===== src/rtl/regfile_pkg.sv =====
// Shared types, defaults and index helper for the multi-entry register file.
package regfile_pkg;

  localparam int DEF_WIDTH = 8;
  localparam int DEF_NREGS = 4;

  typedef enum logic {
    IDLE  = 1'b0,
    SWEEP = 1'b1
  } state_t;

  // True when index addresses an existing register (matters when nregs is not a power of two).
  function automatic logic idx_valid(input int index, input int nregs);
    return (index < nregs);
  endfunction

endpackage


===== src/rtl/regfile_clr_seq.sv =====
// Clear-sweep sequencer: zeroes one register per cycle behind a busy flag.
//
//  state | meaning
//  IDLE  | no sweep; clr pulse starts a sweep at index 0
//  SWEEP | clear strobe active for index cnt; returns to IDLE after index NREGS-1
module regfile_clr_seq
  import regfile_pkg::*;
#(
  parameter int NREGS = DEF_NREGS,
  localparam int AW = $clog2(NREGS)
) (
  input  logic          sysclk,
  input  logic          rst_n,
  input  logic          clr,
  output logic          busy,
  output logic          clr_en,
  output logic [AW-1:0] clr_idx
);

  // The counter carries an extra bit so NREGS == 2**AW never wraps before the compare.
  localparam logic [AW:0] LAST = (AW+1)'(NREGS - 1);
  localparam logic [AW:0] ONE  = {{AW{1'b0}}, 1'b1};

  state_t      state;
  logic [AW:0] cnt;

  // Sweep FSM with registered busy flag.
  always_ff @(posedge sysclk or negedge rst_n) begin
    if (!rst_n) begin
      state <= IDLE;
      cnt   <= '0;
      busy  <= 1'b0;
    end else begin
      case (state)
        IDLE: begin
          if (clr) begin
            state <= SWEEP;
            cnt   <= '0;
            busy  <= 1'b1;
          end
        end
        SWEEP: begin
          if (cnt == LAST) begin
            state <= IDLE;
            cnt   <= '0;
            busy  <= 1'b0;
          end else begin
            cnt <= cnt + ONE;
          end
        end
        default: begin
          state <= IDLE;
          cnt   <= '0;
          busy  <= 1'b0;
        end
      endcase
    end
  end

  assign clr_en  = busy;
  assign clr_idx = cnt[AW-1:0];

endmodule


===== src/rtl/regfile_multi.sv =====
// NREGS x WIDTH register file: one write port, two registered read ports,
// optional write-through bypass and a hardware clear sweep.
module regfile_multi
  import regfile_pkg::*;
#(
  parameter int WIDTH  = DEF_WIDTH,
  parameter int NREGS  = DEF_NREGS,
  parameter int BYPASS = 1,
  localparam int AW = $clog2(NREGS)
) (
  input  logic             sysclk,
  input  logic             rst_n,
  input  logic [WIDTH-1:0] w,
  input  logic             we,
  input  logic [AW-1:0]    wsel,
  input  logic [AW-1:0]    rsel0,
  input  logic [AW-1:0]    rsel1,
  input  logic             clr,
  output logic [WIDTH-1:0] read0,
  output logic [WIDTH-1:0] read1,
  output logic             busy,
  output logic             drop_err
);

  logic [WIDTH-1:0] mem [NREGS];
  logic             clr_en;
  logic [AW-1:0]    clr_idx;
  logic             w_valid, r0_valid, r1_valid;
  logic             wr_acc, drop_set;
  logic [WIDTH-1:0] rd0_nxt, rd1_nxt;

  regfile_clr_seq #(.NREGS(NREGS)) u_clr_seq (
    .sysclk  (sysclk),
    .rst_n   (rst_n),
    .clr     (clr),
    .busy    (busy),
    .clr_en  (clr_en),
    .clr_idx (clr_idx)
  );

  assign w_valid  = idx_valid(int'({{(32-AW){1'b0}}, wsel}), NREGS);
  assign r0_valid = idx_valid(int'({{(32-AW){1'b0}}, rsel0}), NREGS);
  assign r1_valid = idx_valid(int'({{(32-AW){1'b0}}, rsel1}), NREGS);

  // A clr pulse or a running sweep takes priority over the write port.
  assign wr_acc   = we && w_valid && !busy && !clr;
  assign drop_set = we && w_valid && (busy || clr);

  // Next read data: out-of-range reads return zero; bypass only from the write port.
  always_comb begin
    rd0_nxt = '0;
    rd1_nxt = '0;
    if (r0_valid) begin
      if ((BYPASS != 0) && wr_acc && (wsel == rsel0)) rd0_nxt = w;
      else                                            rd0_nxt = mem[rsel0];
    end
    if (r1_valid) begin
      if ((BYPASS != 0) && wr_acc && (wsel == rsel1)) rd1_nxt = w;
      else                                            rd1_nxt = mem[rsel1];
    end
  end

  // Storage: sweep clear or accepted write.
  always_ff @(posedge sysclk or negedge rst_n) begin
    if (!rst_n) begin
      for (int i = 0; i < NREGS; i++) mem[i] <= '0;
    end else if (clr_en) begin
      mem[clr_idx] <= '0;
    end else if (wr_acc) begin
      mem[wsel] <= w;
    end
  end

  // Registered read ports.
  always_ff @(posedge sysclk or negedge rst_n) begin
    if (!rst_n) begin
      read0 <= '0;
      read1 <= '0;
    end else begin
      read0 <= rd0_nxt;
      read1 <= rd1_nxt;
    end
  end

  // Sticky discarded-write flag, cleared only by reset.
  always_ff @(posedge sysclk or negedge rst_n) begin
    if (!rst_n)        drop_err <= 1'b0;
    else if (drop_set) drop_err <= 1'b1;
  end

endmodule


===== config.mk =====
export PLATFORM = sky130hd
export DESIGN_NAME = regfile_multi
export DESIGN_NICKNAME = d
export VERILOG_FILES = /design/src/rtl/regfile_pkg.sv /design/src/rtl/regfile_clr_seq.sv /design/src/rtl/regfile_multi.sv
export SDC_FILE = /design/constraint.sdc
export NUM_CORES = 1
export LEC_CHECK = 0
export BUFFER_PORTS_ARGS = -buffer_cell sky130_fd_sc_hd__buf_4
export CORE_MARGIN = 2
export CORE_UTILIZATION = 52
export DETAILED_ROUTE_END_ITERATION = 12
export PLACE_DENSITY = 0.75
export SLEW_MARGIN = 20
export SYNTH_ARGS = -nofsm -noshare
export SYNTH_HDL_FRONTEND = slang
export SYNTH_SLANG_ARGS = --single-unit

===== constraint.sdc =====
create_clock -name sysclk -period 1.4 [get_ports sysclk]
set_clock_uncertainty 0.05 [all_clocks]
set_input_delay 0.21 -clock sysclk [delete_from_list [all_inputs] [get_ports sysclk]]
set_output_delay 0.21 -clock sysclk [all_outputs]
set_load 0.005 [all_outputs]

# Word level (Yosys, flattened, before mapping)
# Index checks and enable logic that the tools add are counted.
# totals
mem_count	0
ramBits	0
register_bits	54
romBits	0
word_cells	65
latchBits	0
in_bits	18
out_inout_bits	18
# classes
n_mul	0
n_mux	24
n_lt_le_gt_ge	6
eq_ne	5
shift	0
div	0
n_addsub	1
reduce_logical	12
bitwise_logic	7
# op_table
cell	n
2-to-1 mux 32 bit	2
2-to-1 mux 8 bit	8
AND 32 bit	1
binary-select mux 8 bit (select 2 bit)	2
bitwise mux 32 bit	1
demux 8 bit (select 2 bit)	2
inverter 32 bit	1
>= comparator 3 bit (second input constant)	4
inverter 2 -> 3 bit	4
logical AND 1 bit	7
less-than comparator 3 x 1 -> 1 bit (second input constant)	2
2-to-1 mux 3 bit	2
case mux 3 bit (2 select lines)	1
equality test 2 bit	2
2-to-1 mux 1 bit	4
inequality test 2 bit (second input constant)	2
case mux 1 bit (2 select lines)	2
adder 3 x 1 -> 3 bit (second input constant)	1
equality test 3 x 2 -> 1 bit (second input constant)	1
zero test 1 bit	2
AND reduction 2 bit	1
nonzero test 2 bit	1
logical OR 1 bit	1
inverter 1 bit	1

# Logic depth before layout (Yosys ltp)
# logic_depth
ltp_word	8
depth_mapped	5
depth_no_buf	4

# By module
# A second synthesis with hierarchy kept.
# hier_totals
hier_cells	260
hier_area_um2	3067.9
# modules_own_cells
mod	area_per_inst_um2	seq_area_each_um2	instances	cells_each
regfile_multi	2835.2	1226.2	1	241
regfile_clr_seq	232.7	125.1	1	19

# Worst setup path after synthesis
# Ideal clock, no wire load.
# synth_timing
kind	register to register
from	reg u_clr_seq.busy
to	reg mem[24] in the netlist's numbering
period_less_slack_ns	1.553
arrival_time_ns	1.377
setup_ns	0.126
required_time_ns	1.224
stages_incl_launch_ff	5
setup_slack_ns	-0.153
path_buffers	1
cell_sequence	dfrtp_1 -> nor4b_4 -> nand2b_1 -> buf_2 -> a221o_1
# synth_between
elab_chain_cells	4
elab_cells_between_ends	5
cone_classes	mux (1); reduce/logical (4)
# synth_rtl
item	line	rtl
start, declared	regfile_clr_seq.sv:15	output logic busy,
start signal, assigned	regfile_clr_seq.sv:32	busy <= 1'b0;
start signal, assigned	regfile_clr_seq.sv:39	busy <= 1'b1;
start signal, assigned	regfile_clr_seq.sv:46	busy <= 1'b0;
zero test 1 bit	regfile_multi.sv:46	assign wr_acc = we && w_valid && !busy && !clr;
logical AND 1 bit (2 in a row)	regfile_multi.sv:46	
nonzero test 2 bit (no line)	-	
end signal, assigned by index	regfile_multi.sv:70	mem[wsel] <= w;
end, declared	regfile_multi.sv:25	logic [WIDTH-1:0] mem [NREGS];
# Parallel ways exist; a longest one is shown, timed or not.
# A chain may end at the register's enable or synchronous reset.

# Worst setup path after layout
# layout_timing
from	reg u_clr_seq.busy
to	reg mem[23] in the netlist's numbering
# The elaborated chain is that of the path after synthesis.

==> impl_metrics.toml <==
[synth]
synthCells = 243
synth_area_leader_cell = "dfrtp_1"
synth_top_family_by_area = "simple AND/OR/NAND/NOR gates"
yosys.area_share.adder_pct = 2.08
ys_seq_area_share_pct = 44.9
synthTopCellsByArea = "dfrtp_1 45%, mux4_2 12%, a221o_1 11%, nor2b_1 7.5%, and3_1 6.6%"
synth_mux_area_share_pct = 17.9
synth_area_sq_um = 3010
synthArstFlopShare_pct = 100
yosysMostFrequentCell = "dfrtp_1"
synth_cell_types = 26
yosys.area_share.simple_pct = 18.7
synth_ff_type = "dfrtp_1"
synth_xor_area_share_pct = 1.16
synthTopCellsByCount = "54 x dfrtp_1, 36 x nor2b_1, 32 x a221o_1, 32 x and3_1"
avgSynthCellArea_sq_um = 12.4
synth_seq_cells = 54
synth_warnings = 0
syn_nets = 266
synth-edff-count = 0
synth_top_area_share_pct = 44.9
synth_compound_area_share_pct = 11.8

[global_routing]
grt_pass1_vias = 2376
antenna_found_initial = 0
gr-total-overflow = 0
grt_max_degree = 31
grtUsageTotal_pct = 25.6
grt_pass1_wl_microns = 12300

[power_and_ir_drop]
vdd_drop_max_mv = 0.983
p_leak_uw = 0.00180
power_density_nw_per_um2 = 1670

[placement]
pre_cts_ws_ps = -293
port_buffers = 35
dpl.hpwl_microns = 5000
gp_congestion = 0.824
place_area_sq_um = 3450

[final_layout]
stdcell_area_sq_um = 3720
seq_area_sq_um = 1350
antennaDiodeCount = 0
fillers = 422
drive_gt1_share_pct = 39.7
layout.nets = 314
multi_input_area_sq_um = 1660
area_growth_pct = 23.6

[clock_network]
cts_root_buffer = "clkbuf_8"
cts.clk_slew.worst_paths_ps = 100
clk_latency_ps = 300
cts_buffer_depth = 2
cts_buffers = 5
cts_max_level = 2
cts.sinks = 54
cts_tree = "done"

[setup_path]
crit_family = "flip-flops"
start_kind = "flop"
crit_fanout = 8
r2r-start = "u_clr_seq.busy"
cpMostUsedCell = "buf_4"
path_cells = "buf_4 > nor4b_4 > buf_4 > nand2_8 > a221o_1"
cp.arrival_ps = 1770
critPathLaunch = "u_clr_seq.busy"
cp.required_ps = 1540
crit_type = "flop to flop"
crit_buf_inv = 2
max_stage_delay_ps = 440
worstSetupEndpointType = "flop"
crit_slowest_cell = "dfrtp_2"

[routing]
drt-initial-drc-count = 202
dr.pass1.iters = 4
avgRoutedWirePerCell_microns = 20.3
vias = 2255
routed_wl_microns = 7390
drc = 0
drtAntennaViolNets = 0
vias_per_cell = 6.20

[timing]
hold_viol_final = 0
fin_crit_ps = 1620
tightest_slew_ps = 470
slew_headroom_pct = 68.5
fin_tns_setup_ps = -5920
rsz0062_at_grt = "true"
clock.fmax_mhz = 616
timing.final.max_slew_violations = 0
setup_ws_ps = -224
worst_hold_slack_ps = 111
period_share_pct = 116
finalSetupViolations = 48

[outcome]
violations = "negative setup slack"
status = "finished with violations"

[floorplan]
start_util_pct = 54.4
fp.dieW_microns = 80.1
die_y_microns = 80.1
num_rows = 27
coreArea_sq_um = 5540
dieArea_sq_um = 6420
pin_count = 36

[job]
cap_violations = 0

[hold_path]
min_from = "clr"
min_path_type = "primary input to flop"
worst paths after layout:
path | to | slack, ps | cells past startpoint
max in group asynchronous | u_clr_seq.busy | 540 | 3
worst max register to register | mem[23] | -220 | 5
min in group asynchronous | u_clr_seq.state | 290 | 2
worst min-delay path | u_clr_seq.cnt[1] | 110 | 2
worst max-delay path | mem[23] | -220 | 5
worst min register to register | drop_err | 430 | 1
area by class of cell:
| class | instances | share of cell area, % |
|---|---|---|
| multi-input cells | 166 | 44.7 |
| flip-flops and latches | 54 | 36.3 |
| inverters | 4 | 0.403 |
| clock inverters | 3 | 0.672 |
| well taps | 72 | 2.42 |
| repair buffers | 60 | 13.7 |
| clock buffers | 5 | 1.85 |
metal layers:
layer | vias up | GRT usage (%) | part of all wire (%)
li1 | 1027 | - | -
met5 | - | 0 | 0
met3 | 17 | 3.15 | 5.8
met1 | 1112 | 34.9 | 41
met4 | 0 | 10.7 | 2.4
met2 | 99 | 41.6 | 50
worst reg2reg max path: stages, from the launching register on:
cell and delay [ps]:
dfrtp_2 440, buf_4 150, nor4b_4 290, buf_4 200, nand2_8 70, a221o_1 310
state kept, by name, indices dropped and copies added (netlist names):
| name | count |
|---|---|
| mem | 32 |
| read0 | 8 |
| read1 | 8 |
| u_clr_seq.cnt | 3 |
| drop_err | 1 |
| u_clr_seq.busy | 1 |
| u_clr_seq.state | 1 |
cell families after synthesis:
| logic type | after synthesis |
|---|---|
| AND/OR/NAND/NOR | 87 |
| flip-flops | 54 |
| AO/OA/AOI/OAI | 38 |
| multiplexers | 32 |
| buffers and inverters | 23 |
| adder cells (fa/ha/maj) | 5 |
| XOR/XNOR | 4 |
cells in the final DEF (no fill, tap or decap), types with 2 or more instances in the layout:
cell type	instances
a21oi_1	2
a221o_1	32
and3_1	29
and3_4	3
buf_12	3
buf_4	51
buf_6	5
clkbuf_8	5
dfrtp_1	53
ha_1	5
inv_1	4
mux2_2	14
mux2_4	2
mux4_2	16
nand2_1	4
nand2_8	2
nand2b_1	3
nand3_4	2
nor2_1	3
nor2b_1	32
nor2b_2	2
nor2b_4	2
o21ai_0	2
xnor2_1	4
power by group:
part / total, uW / switching (uW) / internal, uW
Clock: 910 / 547 / 363
Combinational: 2680 / 1080 / 1600
Sequential: 2610 / 456 / 2160
Total: 6210 / 2080 / 4120
repair_timing:
item	4_1_cts	5_1_grt
setup buffers	2	2
hold buffers	1	0
endpoints found under the setup margin	48	49
hold endpoints to repair	24	0
cloned	1	0
pin swaps	3	2
resized for setup	24	3
stage by stage:
step / std cells / power [uW] / utilization, %
3_5_place_dp: 350 / 5120 / 62.3
6_report: 364 / 6210 / 67.2
3_3_place_gp: 350 / 5000 / 62.3
5_1_grt: 364 / 6610 / 67.2
4_1_cts: 362 / 6150 / 66.4
2_1_floorplan: 243 / 4110 / -
Power figures use the tool's default switching activity.
